$ cat config.mk
export PLATFORM = sky130hd
export DESIGN_NAME = ysyx_22041211_ifu
export DESIGN_NICKNAME = d
export VERILOG_FILES = /design/src/rtl/ysyx_22041211_pkg.sv /design/src/rtl/ysyx_22041211_ifu_perf.sv /design/src/rtl/ysyx_22041211_ifu.sv
export SDC_FILE = /design/constraint.sdc
export NUM_CORES = 1
export LEC_CHECK = 0
export BUFFER_PORTS_ARGS = -buffer_cell sky130_fd_sc_hd__buf_2
export CORE_UTILIZATION = 48
export CTS_BUF_LIST = sky130_fd_sc_hd__clkbuf_8
export DETAILED_ROUTE_END_ITERATION = 10
export MAX_ROUTING_LAYER = met4
export PLACE_DENSITY = 0.82
export SLEW_MARGIN = 20
export SYNTH_ARGS = -nofsm -noshare
export SYNTH_HDL_FRONTEND = slang
export SYNTH_SLANG_ARGS = --single-unit
$ cat constraint.sdc
create_clock -name clk -period 2.55 [get_ports clk]
set_clock_uncertainty 0.1 [all_clocks]
set_input_delay 0.51 -clock clk [delete_from_list [all_inputs] [get_ports clk]]
set_output_delay 0.51 -clock clk [all_outputs]
set_load 0.02 [all_outputs]
$ cat src/rtl/ysyx_22041211_pkg.sv
// Shared types and constants for the ysyx_22041211 core.
package ysyx_22041211_pkg;

  typedef enum logic [1:0] {
    StIdle,
    StReq,
    StWait,
    StHold
  } ifu_state_e;

  localparam logic [1:0]  RESP_OKAY        = 2'b00;
  localparam logic [31:0] RESET_PC_DEFAULT = 32'h8000_0000;

endpackage

$ cat src/rtl/ysyx_22041211_ifu_perf.sv
// Fetch performance counters: consumed instructions and cycles spent waiting on memory.
module ysyx_22041211_ifu_perf (
  input  logic        clk,
  input  logic        rst,
  input  logic        fetch_inc,
  input  logic        stall_inc,
  output logic [63:0] perf_fetch_cnt,
  output logic [63:0] perf_stall_cnt
);

  logic [63:0] fetch_cnt_q;
  logic [63:0] stall_cnt_q;

  always_ff @(posedge clk or negedge rst) begin
    if (!rst) begin
      fetch_cnt_q <= '0;
      stall_cnt_q <= '0;
    end else begin
      if (fetch_inc) fetch_cnt_q <= fetch_cnt_q + 64'd1;
      if (stall_inc) stall_cnt_q <= stall_cnt_q + 64'd1;
    end
  end

  assign perf_fetch_cnt = fetch_cnt_q;
  assign perf_stall_cnt = stall_cnt_q;

endmodule

$ cat src/rtl/ysyx_22041211_ifu.sv
// Instruction fetch unit: one AXI-lite read per instruction, valid/ready hand-off to decode.
// Define YSYX_22041211_IFU_PERF_EN to add the fetch/stall performance counters.
module ysyx_22041211_ifu
  import ysyx_22041211_pkg::*;
#(
  parameter int unsigned         DATA_LEN = 32,
  parameter int unsigned         ADDR_LEN = 32,
  parameter logic [ADDR_LEN-1:0] RESET_PC = ADDR_LEN'(RESET_PC_DEFAULT)
) (
  input  logic                clk,
  input  logic                rst,
  output logic [ADDR_LEN-1:0] araddr,
  output logic                arvalid,
  input  logic                arready,
  input  logic [DATA_LEN-1:0] rdata,
  input  logic [1:0]          rresp,
  input  logic                rvalid,
  output logic                rready,
  output logic [DATA_LEN-1:0] inst_o,
  output logic [ADDR_LEN-1:0] pc_o,
  output logic                fault_o,
  output logic                inst_valid_o,
  input  logic                inst_ready_i,
  input  logic                redirect_i,
  input  logic [ADDR_LEN-1:0] redirect_pc_i
`ifdef YSYX_22041211_IFU_PERF_EN
  ,
  output logic [63:0]         perf_fetch_cnt,
  output logic [63:0]         perf_stall_cnt
`endif
);

  ifu_state_e          state_q;
  logic [ADDR_LEN-1:0] pc_q;
  logic [DATA_LEN-1:0] inst_q;
  logic                fault_q;

  always_ff @(posedge clk or negedge rst) begin
    if (!rst) begin
      state_q <= StIdle;
      pc_q    <= RESET_PC;
      inst_q  <= '0;
      fault_q <= 1'b0;
    end else begin
      unique case (state_q)
        StIdle: state_q <= StReq;
        StReq: begin
          if (arready) state_q <= StWait;
        end
        StWait: begin
          if (rvalid) begin
            inst_q  <= rdata;
            fault_q <= (rresp != RESP_OKAY);
            state_q <= StHold;
          end
        end
        StHold: begin
          // Redirect only matters on the consume beat; PC wraps naturally.
          if (inst_ready_i) begin
            pc_q    <= redirect_i ? redirect_pc_i : pc_q + ADDR_LEN'(4);
            state_q <= StReq;
          end
        end
        default: state_q <= StIdle;
      endcase
    end
  end

  assign arvalid      = (state_q == StReq);
  assign rready       = (state_q == StWait);
  assign inst_valid_o = (state_q == StHold);
  assign araddr       = pc_q;
  assign pc_o         = pc_q;
  assign inst_o       = inst_q;
  assign fault_o      = fault_q;

`ifdef YSYX_22041211_IFU_PERF_EN
  logic fetch_inc;
  logic stall_inc;

  assign fetch_inc = inst_valid_o & inst_ready_i;
  assign stall_inc = arvalid | rready;

  ysyx_22041211_ifu_perf u_perf (
    .clk            (clk),
    .rst            (rst),
    .fetch_inc      (fetch_inc),
    .stall_inc      (stall_inc),
    .perf_fetch_cnt (perf_fetch_cnt),
    .perf_stall_cnt (perf_stall_cnt)
  );
`endif

endmodule
# After elaboration in Yosys (flattened, before gate mapping)
# Index checks and enable logic that the tools add are counted.
word_totals:
  elab_cells: 21
  in_bits: 72
  out_inout_bits: 100
  register_bits: 67
classes:
  reduce_logical: 5
  n_addsub: 1
  n_mux: 5
  eq_ne: 6
ops:
  columns: ["operator", "n"]
  rows:
  - ["adder 32 x 3 -> 32 bit (second input constant)", 1]
  - ["two-way mux 32 bit", 1]
  - ["one-hot mux 2 bit (4 select lines)", 1]
  - ["two-way mux 2 bit", 3]
  - ["== test 2 bit (second input constant)", 2]
  - ["inequality test 2 x 1 -> 1 bit (second input constant)", 2]
  - ["AND reduction 2 bit", 2]
  - ["AND reduction 3 bit", 1]
  - ["== test 2 x 1 -> 1 bit (second input constant)", 1]
  - ["logical NOT 2 bit", 1]
  - ["inequality test 2 bit (second input constant)", 1]
  - ["nonzero test 2 bit", 1]

# Depth between registers and ports, before layout
# Gate-level depths: netlist of the first run.
logic_depth:
  depth_word: 3
  depth_mapped: 7
  mapped_depth_nobuf: 6

# Least setup slack after synthesis of the first run
# No wires, ideal clock.
synth_timing:
  kind: "register to register"
  start: "register pc_q[2] (netlist: araddr[2])"
  end: "register pc_q[24] (netlist: araddr[24])"
  setup_ns: 0.124
  slack_ns: 0.354
  n_path_buf: 0
  path_stages_with_launch: 7
  period_less_slack_ns: 2.196
  t_arrival_ns: 1.972
  required_ns: 2.326
  path_cell_list: "dfrtp_1 -> ha_1 -> nand4_1 -> or4_4 -> nor3_4 -> a31oi_1 -> a2bb2oi_1"
synth_between:
  elab_chain_cells: 2
synth_rtl:
  columns: ["item", "line", "source"]
  rows:
  - ["from (decl)", "ysyx_22041211_ifu.sv:34", "logic [ADDR_LEN-1:0] pc_q;"]
  - ["from (signal assigned)", "ysyx_22041211_ifu.sv:60", "pc_q <= redirect_i ? redirect_pc_i : pc_q + ADDR_LEN'(4);"]
  - ["adder 32 x 3 -> 32 bit", "ysyx_22041211_ifu.sv:60", null]
  - ["two-way mux 32 bit", "ysyx_22041211_ifu.sv:60", null]
# No other way between the ends.
# A chain may end at the register's enable or synchronous reset.

# Worst setup path after layout of the first run
# Ends and elaborated chain as after synthesis.

==> results by group, run 1 <==
STA
  – Setup TNS: 0 ns
  – Final Critical Period: 2.26 ns
  – Max-slew violations: 0
  – Post-route clock period utilization: 0.886
  – Slew HR: 0.510
  – Worst-Margin Slew: 0.736 ns
  – RSZ-0062 raised after global routing: false
  – Setup violators final: 0
  – Fmax: 443 MHz
  – Final Worst Setup Slack: 0.292 ns
  – Hold Fails Final Rpt: 0

Worst setup path
  – R2r startpoint: araddr[2]$_DFFE_PN0N_
  – Worst flop-to-flop path endpoint: araddr[24]$_DFFE_PN0N_
  – Crit end category: register
  – WS Path Type: reg2reg
  – Reg2Reg Setup Slack: 0.29 ns
  – Worst EP required: 2.68 ns
  – Worst setup startpoint: araddr[2]$_DFFE_PN0N_
  – CP arrival: 2.39 ns
  – CP max FO: 7
  – Critical Path Start Type: register
  – Cells on worst reg2reg path: 6

Global routing
  – Busiest grt layer: met2
  – Vias in the first global route: 3378
  – Initial antenna violation count: 0
  – Met1 Resource Use GR: 0.304
  – First-pass GRT wire length: 15800 µm
  – Pin count of the biggest net entering global routing: 38
  – Total global-route track usage: 0.251
  – Met3 GRT Util: 0.0635
  – Global routing usage on met2: 0.396
  – Grt total ovfl: 0

CTS
  – Clock Sinks: 67
  – CTS tree: done
  – Post-cts hold buffer count: 0
  – Post-CTS Setup Inserts: 0
  – CTS buffer count: 9
  – Deepest clock path buffer count: 2
  – Post-CTS Resized: 0
  – Htree depth: 3
  – Worst-path clk slew: 0.08 ns
  – Root Buffer: clkbuf_8
  – Skew-Pair Late Insertion Delay: 0.35 ns

Route
  – DR DRC count: 0
  – Detailed-route via count: 3505
  – WL/cell: 15.4 µm
  – Final ANT Viol Nets: 0
  – Initial DRC count: 316
  – Vias per cell: 5.60
  – Drt first pass iters: 5
  – Post-Route WL: 9650 µm

Synth
  – Post-Synthesis Cells: 381
  – Most frequent cells after synthesis: dfrtp_1 (66), mux2_2 (34), buf_4 (32)
  – Main combinational cell family by area after synthesis: simple AND/OR/NAND/NOR gates
  – Register area share after synthesis: 0.454
  – Net count after synthesis: 457
  – Yosys cell types: 49
  – Cell Area, Synth: 0.00369 mm²
  – Number of synthesized register bits: 67
  – Synth Area in Simple Gates: 0.172
  – Synth Area in Compound Gates: 0.150
  – Post-Synth Adder-Cell Area: 0.0136
  – Mux cell area share after synthesis: 0.112
  – Xor/xnor cell area share of the yosys netlist: 0
  – Most frequent cell after synthesis: dfrtp_1
  – Top_reg_cell synth: dfrtp_1
  – Top cell type's share of synthesized area: 0.447
  – Syn. warnings: 0
  – Synth Area per Inst: 9.69 µm²
  – Synth top area cells: dfrtp_1 (45%), mux2_2 (10%), buf_4 (6.5%), a21oi_1 (4.1%), o21ai_0 (4.1%)
  – Number of enable flip-flop cells after synthesis: 0
  – Biggest area consumer among synthesized cells: dfrtp_1
  – Post-synth ARST share: 1.00

Floorplan
  – Die ar.: 0.00805 mm²
  – Top-Level Pins: 172
  – FP Rows: 31
  – Starting Density: 0.504
  – Core box area: 0.00733 mm²
  – DIE HEIGHT: 89.7 µm
  – Chip width: 89.7 µm

Min path
  – Hold crit path type: in2async

Pwr
  – Leak: 0.00231 µW
  – Cell Pwr Density: 1340 mW/mm²
  – Maximum vdd drop: 0.800 mV
  – Total Power: 6280 µW

Placement
  – DP Worst Slack: 0.324 ns
  – RePlAce Congestion: 0.863
  – PortBufs: 171
  – Half-perimeter wire length after detailed placement: 7060 µm

Run status
  – Outcome: completed

Finish
  – FILL cells: 603
  – Share of layout cells above drive strength 1: 0.457
  – Final net count: 598
  – Synth-to-layout area growth: 27.1%
  – Antenna cells: 0

Run
  – Total of max-cap violations: 0
==> power by group <==
group          switching (µW)  internal (µW)
Clock                     439            650
Sequential                584           1580
Combinational            1900           1130
Total                    2920           3360
==> metrics by stage <==
stage	cell area [µm²]	hold slack (ns)	cells	utilization
global placement	4450	0.367	610	0.607
CTS	4690	0.139	626	0.640
finish	4690	0.116	626	0.640
floorplan	3690	0.114	381	-
detailed placement	4450	0.391	610	0.607
global route	4690	0.160	626	0.640
==> per-layer routing <==
layer / vias up / part of all wire
met5: - / 0
met4: 0 / 0.029
met3: 27 / 0.091
met2: 217 / 0.47
met1: 1625 / 0.41
li1: 1636 / -
==> worst max-delay path: stages, from the launching register on <==
cell and delay [ns]:
dfrtp_1 0.44, ha_1 0.26, nand4_1 0.20, or4_4 0.63, nor3_4 0.26, a31oi_1 0.11, a2bb2oi_1 0.14
==> kinds of logic after synthesis <==
family,after synthesis
flops,67
compound gates,92
simple gates,116
mux,37
buf+inv,65
fa+ha+maj,4
==> how the worst max path moves through the flow <==
stage                                  end  slack (ns)  depth (start not counted)
detailed placement  araddr[24]$_DFFE_PN0N_        0.32                          6
global route        araddr[14]$_DFFE_PN0N_        0.16                          6
floorplan           araddr[24]$_DFFE_PN0N_        0.35                          6
finish              araddr[24]$_DFFE_PN0N_        0.29                          6
CTS                 araddr[24]$_DFFE_PN0N_        0.30                          6
global placement    araddr[24]$_DFFE_PN0N_        0.41                          6
==> placed cells by master, fill, tap and decap left out, types with 3 or more instances in the layout <==
master	n
buf_2	171
dfrtp_1	66
mux2_2	34
a21oi_1	30
o21ai_0	30
nand2_1	26
nor2_1	19
nand3_1	19
inv_1	13
buf_4	10
nor3_1	9
clkbuf_8	9
and3_1	8
nand4_1	7
nor4_1	6
or3_1	6
a31oi_1	6
and2_1	4
o211ai_1	4
ha_1	4
mux2i_1	3
a32oi_1	3
bufinv_16	3
==> state kept, by name, summed over array words and instances, names as in the netlist <==
name / cells
araddr: 32
fault_o: 1
inst_o: 32
state_q: 2
==> final cells by class <==
class                      instances  area, µm²  share of cell area
sequential                        67       1680               0.358
multi-input combinational        249       1650               0.352
timing repair buffer             182        951               0.203
clock buffer                       9        124              0.0264
tap                               99        124              0.0264
clock inverter                     7        116              0.0248
inverter                          13       48.8              0.0104
(Power assumes the default switching activity.)
==> run 2, diff against run 1 <==
--- a/constraint.sdc
+++ b/constraint.sdc
@@ -3,3 +3,3 @@
 set_input_delay 0.51 -clock clk [delete_from_list [all_inputs] [get_ports clk]]
 set_output_delay 0.51 -clock clk [all_outputs]
-set_load 0.02 [all_outputs]
+set_load 0.1 [all_outputs]
==> run 2 against run 1 <==
Register-to-register slack better by 0.05 ns. Critical path depth stayed put. Via count is 2.7% lower. Worst setup slack better by 0.045 ns. Routed wire length is 2.2% lower. Utilization is 0.61 points lower. Sequential cell count stayed put. Final cell count is 0.48% lower. Highest routed layer unchanged. Clock-buffer cell count is 2 higher.
==> results by group, run 2 (same netlist as run 1, synthesis figures left out) <==
Route
  – Detailed-route via count: 3409 (-2.7%)
  – WL/cell: 15.2 µm (-1.7%)
  – Vias per cell: 5.47 (-2.3%)
  – Post-Route WL: 9440 µm (-2.2%)
  – Drt first pass iters: 4 (-1)
  – DR DRC count: 0 (unchanged)
  – Initial DRC count: 276 (-13%)
  – Final ANT Viol Nets: 0 (unchanged)

Placement
  – RePlAce Congestion: 0.818 (-5.2%)
  – PortBufs: 171 (unchanged)
  – Placed insts: 607 (-0.49%)
  – Half-perimeter wire length after detailed placement: 6910 µm (-2.1%)

CTS
  – Worst-path clk slew: 0.08 ns (about the same)
  – Post-CTS Setup Inserts: 0 (unchanged)
  – Htree depth: 3 (unchanged)
  – Root Buffer: clkbuf_8
  – Clock Sinks: 67 (unchanged)
  – Post-CTS Resized: 0 (unchanged)
  – Deepest clock path buffer count: 2 (unchanged)
  – Post-cts hold buffer count: 0 (unchanged)
  – CTS tree: done
  – CTS buffer count: 9 (unchanged)
  – Skew-Pair Late Insertion Delay: 0.34 ns (about the same)

Run
  – Total of max-cap violations: 0 (unchanged)

Floorplan
  – Die ar.: 0.00805 mm² (unchanged)
  – Top-Level Pins: 172 (unchanged)
  – Chip width: 89.7 µm (unchanged)
  – Starting Density: 0.504 (unchanged)
  – DIE HEIGHT: 89.7 µm (unchanged)
  – Core box area: 0.00733 mm² (unchanged)
  – FP Rows: 31 (unchanged)

Worst setup path
  – Critical Path Start Type: register
  – Reg2Reg Setup Slack: 0.34 ns (+0.05 ns)
  – WS Path Type: reg2reg
  – Worst EP required: 2.67 ns (about the same)
  – Crit end category: register
  – CP max FO: 7 (unchanged)
  – CP arrival: 2.33 ns (-0.06 ns)

Finish
  – Synth-to-layout area growth: 25.9%
  – Share of layout cells above drive strength 1: 0.466 (+0.00834)
  – Commonest non-fill, non-tap cell in the layout: buf_2
  – Antenna cells: 0 (unchanged)
  – Non-filler cells, final: 623 (-0.48%)
  – Post-Route Utilization: 0.634 (-0.00614)
  – Final net count: 595 (-0.50%)
  – Commonest non-fill, non-tap cells in the layout: buf_2 (171), dfrtp_1 (61), mux2_2 (34)

STA
  – Hold Fails Final Rpt: 0 (unchanged)
  – Worst-Margin Slew: 0.556 ns (-0.180 ns)
  – Post-route clock period utilization: 0.868 (-0.0178)
  – Fmax: 452 MHz (+2.0%)
  – Setup TNS: 0 ns (unchanged)
  – RSZ-0062 raised after global routing: false
  – Setup violators final: 0 (unchanged)
  – Slew HR: 0.627 (+0.117)
  – Final Critical Period: 2.21 ns (-0.0453 ns)
  – Max-slew violations: 0 (unchanged)

Min path
  – Hold crit path type: in2async

Global routing
  – Vias in the first global route: 3357 (-0.62%)
  – Initial antenna violation count: 0 (unchanged)
  – Pin count of the biggest net entering global routing: 68 (+79%)
  – Total global-route track usage: 0.245 (-0.00543)
  – Grt total ovfl: 0 (unchanged)
  – First-pass GRT wire length: 15600 µm (-1.4%)

Run status
  – Outcome: completed
[run 2: cell count changes in the layout (fill, tap and decap cells not counted), sizes merged]
cell | before | now
buf | 182 | 179
bufinv | 3 | 1
clkbuf | 9 | 11
clkinvlp | 0 | 1
inv | 14 | 13
[run 2: worst paths after layout]
check | cells past startpoint | endpoint | startpoint
setup / recovery | 6 | araddr[24]$_DFFE_PN0N_ | araddr[2]$_DFFE_PN0N_
hold / removal | 2 | araddr[27]$_DFFE_PN0N_ | rst
setup reg to reg | 6 | araddr[24]$_DFFE_PN0N_ | araddr[2]$_DFFE_PN0N_
hold reg to reg | 2 | fault_o$_DFFE_PN0P_ | fault_o$_DFFE_PN0P_
max in group asynchronous | 2 | araddr[6]$_DFFE_PN0N_ | rst
min in group clk | 2 | inst_o[26]$_DFFE_PN0P_ | rdata[26]
[run 2: per-layer routing]
metal	up-vias	track usage	routed length, µm	share of wire
met3	16	0.0651	776	0.082
met2	167	0.390	4550	0.48
li1	1632	-	-	-
met5	-	-	0	0
met4	0	0.0956	182	0.019
met1	1594	0.299	3930	0.42
[run 2: area by class of cell]
class	instances	area (µm²)
Tap cell	99	124
Clock buffer	11	151
Clock inverter	5	60.1
Timing Repair Buffer	179	928
Multi-Input combinational cell	249	1650
Sequential cell	67	1680
Fill cell	620	2680
Inverter	13	48.8
[run 2: metrics by stage]
step / area (µm²) / hold WS [ns] / setup slack [ns]
after floorplan: 3700 / 0.114 / 0.00170
after global placement: 4440 / 0.364 / 0.460
final: 4650 / 0.0709 / 0.337
after global routing: 4650 / 0.117 / 0.173
after CTS: 4650 / 0.0946 / 0.339
after detailed placement: 4440 / 0.378 / 0.371
[run 2: critical path, stage by stage, from the launching register on]
cell	delay (ns)
dfrtp_2	0.43
ha_1	0.22
nand4_1	0.21
or4_4	0.63
nor3_4	0.25
a31oi_1	0.11
a2bb2oi_1	0.14
Power of run 2 is left out: the tool's default activity adds up to more than one toggle a clock period on the data nets, which glitch-free logic cannot reach.
==> run 3, diff against run 2 <==
Settings changed: CELL_PAD_IN_SITES_DETAIL_PLACEMENT from default to 1, CELL_PAD_IN_SITES_GLOBAL_PLACEMENT from default to 1, CORE_UTILIZATION 48 to 35, PLACE_DENSITY 0.82 to default, PLACE_DENSITY_LB_ADDON from default to 0.1.
==> run 3 against run 2 <==
Maximum frequency barely moved. Global-route usage fell by 4.2 points. Final cell count rose by 6.6%. Utilization fell by 18 points. First-iteration DRC count fell by 73%. Routed wire length rose by 11%. Cell area rose by 1.5%. Sequential share of layout area fell by 0.53 points.
==> results by group, run 3 (same netlist as run 1, synthesis figures left out) <==
CTS
  – Deepest clock path buffer count: 2 (unchanged)
  – CTS tree: done
  – Root Buffer: clkbuf_8
  – CTS buffer count: 9 (unchanged)
  – Post-cts hold buffer count: 1 (+1)
  – Skew-Pair Late Insertion Delay: 0.34 ns (about the same)
  – Htree depth: 3 (unchanged)
  – Post-CTS Resized: 0 (unchanged)
  – Clock Sinks: 67 (unchanged)
  – Post-CTS Setup Inserts: 0 (unchanged)
  – Worst-path clk slew: 0.09 ns (about the same)

Route
  – Final ANT Viol Nets: 0 (unchanged)
  – Post-Route WL: 10500 µm (+11%)
  – WL/cell: 15.8 µm (+4.0%)
  – Initial DRC count: 75 (-73%)
  – Detailed-route via count: 3407 (-0.059%)
  – DR DRC count: 0 (unchanged)
  – Vias per cell: 5.13 (-6.2%)
  – Drt first pass iters: 4 (unchanged)

Worst setup path
  – Crit-path cells: ha_1 > nand4_1 > or4_2 > and2_1 > o21ai_0 > o21ai_0
  – Cell family with most CP delay: simple AND/OR/NAND/NOR gates
  – Max incr delay on CP: 0.71 ns (+0.08 ns)
  – CP max-delay cell: or4_2
  – Worst EP required: 2.66 ns (about the same)
  – CP max FO: 7 (unchanged)
  – WS Path Type: reg2reg
  – Critical Path Start Type: register
  – Crit path top cell by count: o21ai_0
  – Worst path buffer plus inverter count: 0 (unchanged)
  – CP arrival: 2.32 ns (about the same)
  – Crit end category: register

Finish
  – Final net count: 598 (+0.50%)
  – Non-filler cells, final: 664 (+6.6%)
  – Synth-to-layout area growth: 27.7%
  – Commonest non-fill, non-tap cells in the layout: buf_2 (171), dfrtp_1 (61), mux2_2 (34)
  – Share of layout cells above drive strength 1: 0.467 (+0.00114)
  – Commonest non-fill, non-tap cell in the layout: buf_2
  – Post-route design area: 0.00472 mm² (+1.5%)
  – FILL cells: 1227 (+98%)

STA
  – RSZ-0062 raised after global routing: false
  – Fmax: 452 MHz (about the same)
  – Max-slew violations: 0 (unchanged)
  – Worst-Margin Slew: 0.620 ns (+0.0641 ns)
  – Slew HR: 0.584 (-0.0430)
  – Post-route clock period utilization: 0.868 (about the same)
  – Hold Fails Final Rpt: 0 (unchanged)
  – Final Critical Period: 2.21 ns (+0.00132 ns)
  – Setup TNS: 0 ns (unchanged)
  – Setup violators final: 0 (unchanged)

Floorplan
  – FP Rows: 37 (+19%)
  – Chip width: 105 µm (+17%)
  – Core box area: 0.0103 mm² (+40%)
  – Starting Density: 0.359 (-0.144)
  – Die ar.: 0.0110 mm² (+36%)
  – Top-Level Pins: 172 (unchanged)
  – DIE HEIGHT: 105 µm (+17%)

Placement
  – PortBufs: 171 (unchanged)
  – RePlAce Congestion: 0.762 (-6.8%)
  – Half-perimeter wire length after detailed placement: 7750 µm (+12%)
  – Placed insts: 646 (+6.4%)
  – DP Area: 0.00450 mm² (+1.4%)

Global routing
  – Pin count of the biggest net entering global routing: 54 (-21%)
  – Initial antenna violation count: 1 (+1)
  – Total global-route track usage: 0.203 (-0.0420)
  – First-pass GRT wire length: 17200 µm (+10%)
  – Grt total ovfl: 0 (unchanged)
  – Vias in the first global route: 3395 (+1.1%)

Min path
  – Hold crit path type: in2reg

Run status
  – Outcome: completed

Run
  – Total of max-cap violations: 0 (unchanged)
## run 3: metrics by stage
stage | hold slack (ns) | setup slack, ns | utilization
2_1_floorplan | 0.114 | 0.00170 | -
3_5_place_dp | 0.366 | 0.338 | 0.438
5_1_grt | 0.277 | 0.175 | 0.459
4_1_cts | 0.278 | 0.320 | 0.459
6_report | 0.296 | 0.336 | 0.459
3_3_place_gp | 0.361 | 0.413 | 0.438
## run 3: per-layer routing
metal | up-vias | GRT usage | routed length (µm)
met5 | - | - | 0
met4 | 0 | 0.0533 | 67
met3 | 5 | 0.0412 | 573
met2 | 118 | 0.325 | 5010
met1 | 1650 | 0.263 | 4810
li1 | 1634 | - | -
## run 3: worst paths after layout
check	start	end	slack [ns]	cells after the start
worst max-delay path	araddr[2]$_DFFE_PN0N_	araddr[14]$_DFFE_PN0N_	0.34	6
worst min-delay path	rdata[5]	inst_o[5]$_DFFE_PN0P_	0.30	2
worst max register to register	araddr[2]$_DFFE_PN0N_	araddr[14]$_DFFE_PN0N_	0.34	6
worst min register to register	fault_o$_DFFE_PN0P_	fault_o$_DFFE_PN0P_	0.38	2
max in group asynchronous	rst	araddr[31]$_DFFE_PN1N_	1.16	3
min in group asynchronous	rst	araddr[27]$_DFFE_PN0N_	0.53	2
## run 3: cell type report
cell class / instances / area [µm²] / share of cell area
tap: 136 / 170 / 0.0361
antenna: 1 / 2.50 / 0.000531
timing repair buffer: 182 / 953 / 0.202
sequential: 67 / 1680 / 0.357
multi-input combinational: 249 / 1650 / 0.350
inverter: 13 / 48.8 / 0.0103
clock buffer: 9 / 124 / 0.0263
clock inverter: 7 / 82.6 / 0.0175
## run 3: worst register-to-register path, stage by stage, from the launching register on
cell	delay (ns)
dfrtp_2	0.43
ha_1	0.24
nand4_1	0.21
or4_2	0.71
and2_1	0.19
o21ai_0	0.12
o21ai_0	0.10
Power of run 3 is left out for the same reason.
